**src/rtl/match_checker_pkg.sv**
```systemverilog
// Shared types and helpers for the match_checker mismatch monitor.
package match_checker_pkg;

    typedef enum logic [1:0] {
        ST_IDLE = 2'd0,
        ST_RUN  = 2'd1,
        ST_DONE = 2'd2
    } state_e;

    // Largest value a cnt_w-bit counter can hold; counters stop here instead of wrapping.
    function automatic longint unsigned sat_max(input int unsigned cnt_w);
        return (64'd1 << cnt_w) - 64'd1;
    endfunction

endpackage

```
**src/rtl/match_checker_sat_counter.sv**
```systemverilog
// Saturating up-counter with a clear that can count in the same cycle.
module sat_counter
    import match_checker_pkg::*;
#(
    parameter int CNT_W = 32
) (
    input  logic             clk,
    input  logic             aresetn,
    input  logic             clr,
    input  logic             inc,
    output logic [CNT_W-1:0] q
);

    localparam logic [CNT_W-1:0] MAX = CNT_W'(sat_max(CNT_W));

    logic [CNT_W-1:0] q_q, q_d;

    // Clear restarts from zero, but an increment in the clearing cycle still counts.
    always_comb begin
        q_d = q_q;
        if (clr) begin
            q_d = inc ? CNT_W'(1) : '0;
        end else if (inc && (q_q != MAX)) begin
            q_d = q_q + CNT_W'(1);
        end
    end

    // Count register.
    always_ff @(posedge clk or negedge aresetn) begin
        if (!aresetn) q_q <= '0;
        else          q_q <= q_d;
    end

    assign q = q_q;

endmodule

```
**config.mk**
```make
export PLATFORM = sky130hd
export DESIGN_NAME = sat_counter
export DESIGN_NICKNAME = d
export VERILOG_FILES = /design/src/rtl/match_checker_pkg.sv /design/src/rtl/match_checker_sat_counter.sv
export SDC_FILE = /design/constraint.sdc
export NUM_CORES = 1
export LEC_CHECK = 0
export CORE_MARGIN = 2
export CORE_UTILIZATION = 35
export DETAILED_ROUTE_END_ITERATION = 7
export PLACE_DENSITY_LB_ADDON = 0.1
export REMOVE_ABC_BUFFERS = 1
export SKIP_LAST_GASP = 1
export SYNTH_ARGS = -nofsm -noshare
export SYNTH_HDL_FRONTEND = slang
export SYNTH_SLANG_ARGS = --single-unit
```
**constraint.sdc**
```tcl
create_clock -name clk -period 2.4 [get_ports clk]
set_input_delay 0.48 -clock clk [delete_from_list [all_inputs] [get_ports clk]]
set_output_delay 0.48 -clock clk [all_outputs]
set_load 0.02 [all_outputs]
```
==> impl_metrics.tcl <==
set metrics [dict create \
    run_status "complete, no violations" \
    vias_per_cell 5.32 \
    synth.most_common_cell "dfrtp_1" \
    finalClockSkew_ps 3.94 \
    cts.reportedPaths.clkPinSlew_ps 60 \
    ys_warn_count 0 \
    netlist_top_cells_area "dfrtp_1 (46%), or3_1 (6.4%), a21oi_1 (6.3%)" \
    seq_area_um2 805 \
    cts_inserted_buffers 5 \
    die_area_um2 5580 \
    clock_latency_ps 280 \
    wl_per_cell_um 13.9 \
    power.leakage_nw 0.870 \
    combPwrFrac_pct 7.0 \
    syn_to_final_growth_pct 36.7 \
    dr.pass1.iters 4 \
    syn_inst 195 \
    multi_input_area_um2 900 \
    path_class "register to register" \
    drive_gt1_share_pct 13.7 \
    fin_crit_sh_pct 95.8 \
    synth_area_per_cell_um2 8.96 \
    ir_worst_vdd_uv 346 \
    largest_reg_flops 32 \
    clockPowerShare_pct 40.4 \
    dieWidth_um 74.7 \
    yosys.area.top_type "dfrtp_1" \
    min_period_ps 2300 \
    htreeDepth 2 \
    ant_nets 0 \
    die_h_um 74.7 \
    pin_count 36 \
    grt_max_degree 33 \
    postCtsHoldBufs 0 \
    nFillCells 479 \
    slew_viol_final 0 \
    grt_pass1_wl_um 7250 \
    cp_max_fo 7 \
    synth_top_area_share_pct 45.8 \
    cp.required_ps 2600 \
    switching_power_w 0.000238 \
    cts_tree "built" \
    coreArea_um2 4750 \
    rows 25 \
    drt-total-wl_um 4380 \
    power_density_nw_per_um2 437 \
    crit_path_end_kind "register" \
    holdWs_ps 581 \
    critical_path_arrival_ps 2500 \
    swShare_pct 22.8 \
    synth_flop_cell "dfrtp_1" \
    syn-cell-area_um2 1750 \
    clockBufferDepth 2 \
    max_freq_ghz 0.435 \
    nets 252 \
    cts_root_buf "clkbuf_8" \
    antenna_found_initial 0 \
    slew_headroom_pct 65.4 \
    synth_edf_count 0 \
    p_int_w 0.000807 \
    first_iter_violations 72 \
    portBuffers 35 \
    r2r_setup_slack_ps 100 \
    grt_pass1_vias 1545 \
    instances_no_fill 315 \
    hold_violations 0 \
    dpl.hpwl_um 3200 \
    synth_commonest_cells "dfrtp_1 (32), a21oi_1 (22), o21ai_0 (18), or3_1 (18), nand2_1 (14)" \
    cap_violations 0 \
    seq_power_share_pct 52.6 \
    route.detailed.drc 0 \
    vias 1677 \
    setup_viol 0 \
    synth_seq_cells 32 \
    gp_congestion 0.823 \
    synth_cell_types 30 \
    synth_async_sr_flop_share_pct 100 \
    grt_overflow 0 \
    startpoint_type "register" \
    start_util_pct 36.8 \
    antenna_cells 0 \
    hold_class "register to register" \
    worstMarginPinSlew_ps 518 \
    post-place-cells 307 \
    cts.sinks 32 \
    grt_usage_pct 17.2 \
    yosysSeqAreaShare_pct 45.8 \
]
==> logic make-up (layout without fill, tap and decap cells) <==
family / Yosys count / in the layout / synth area share, %
flip-flops: 32 / 32 / 45.8
adder cells (fa/ha/maj): 1 / 1 / 0.716
AND/OR/NAND/NOR: 87 / 87 / 28.5
buffers and inverters: 15 / 68 / 3.65
multiplexers: 1 / 1 / 0.573
XOR/XNOR: 6 / 6 / 3.01
AO/OA/AOI/OAI: 53 / 53 / 17.8
==> critical path: stages, from the launching register on <==
cell	delay, ps
dfrtp_2	420
nand4_4	140
or4_4	610
or4_4	570
or3_1	320
a21oi_1	160
==> path summary, 6_finish.rpt <==
path,start,to,cells past startpoint
worst max-delay path,q[16],q[30],5
worst min-delay path,q[19],q[19],2
worst max register to register,q[16],q[30],5
worst min register to register,q[19],q[19],2
max in group asynchronous,aresetn,q[16],2
min in group asynchronous,aresetn,q[15],2
==> layout make-up <==
cell class	instances	area share (%)
inverters	7	1.10
flip-flops and latches	32	33.7
multi-input cells	148	37.6
well taps	67	3.51
clock buffers	8	3.77
repair buffers	53	20.3
==> power groups by stage <==
stage           logic, W  registers [W]  clock network (W)
2_1_floorplan  0.0000156       0.000567                  0
3_3_place_gp   0.0000739       0.000560                  0
3_5_place_dp   0.0000735       0.000560                  0
4_1_cts        0.0000741       0.000550           0.000439
5_1_grt        0.0000813       0.000551           0.000456
6_report       0.0000728       0.000550           0.000422
==> through the flow <==
stage	TNS (ps)	utilization [%]	total power, W	setup slack [ps]	area (um^2)
final	0	50.3	0.00105	101	2390
after global routing	-0.0226	50.3	0.00109	-0.0226	2390
after CTS	0	49.8	0.00106	68.8	2370
after detailed placement	0	47.9	0.000633	88.9	2280
after global placement	0	47.9	0.000634	134	2280
after floorplan	-2480	-	0.000582	-257	1710
==> layout by cell type (no fill, tap or decap), types with 4 or more instances in the layout <==
cell	instances
inv_1	7
a21oi_1	22
nand3_1	11
dfrtp_1	29
clkbuf_8	6
o21ai_0	18
o31ai_1	6
nor2_1	11
nand2_1	14
or4_1	6
or3_1	18
nor4_1	6
clkdlybuf4s50_1	35
nand4_1	7
and4_1	4
buf_4	18
xnor2_1	4
==> per-layer routing <==
layer | share of wire (%) | track usage (%) | vias up
li1 | - | - | 840
met3 | 4.8 | 3.88 | 6
met2 | 46 | 27.8 | 45
met1 | 48 | 22.9 | 786
met5 | 0 | 0 | -
met4 | 1.3 | 5.95 | 0
==> timing repair <==
item                                    CTS  global route
buffers inserted                          0             0
resized for setup                         0             6
endpoints found under the setup margin    0             9
hold endpoints to repair                  0             0
No activity file was read; power rests on OpenSTA's default activity.
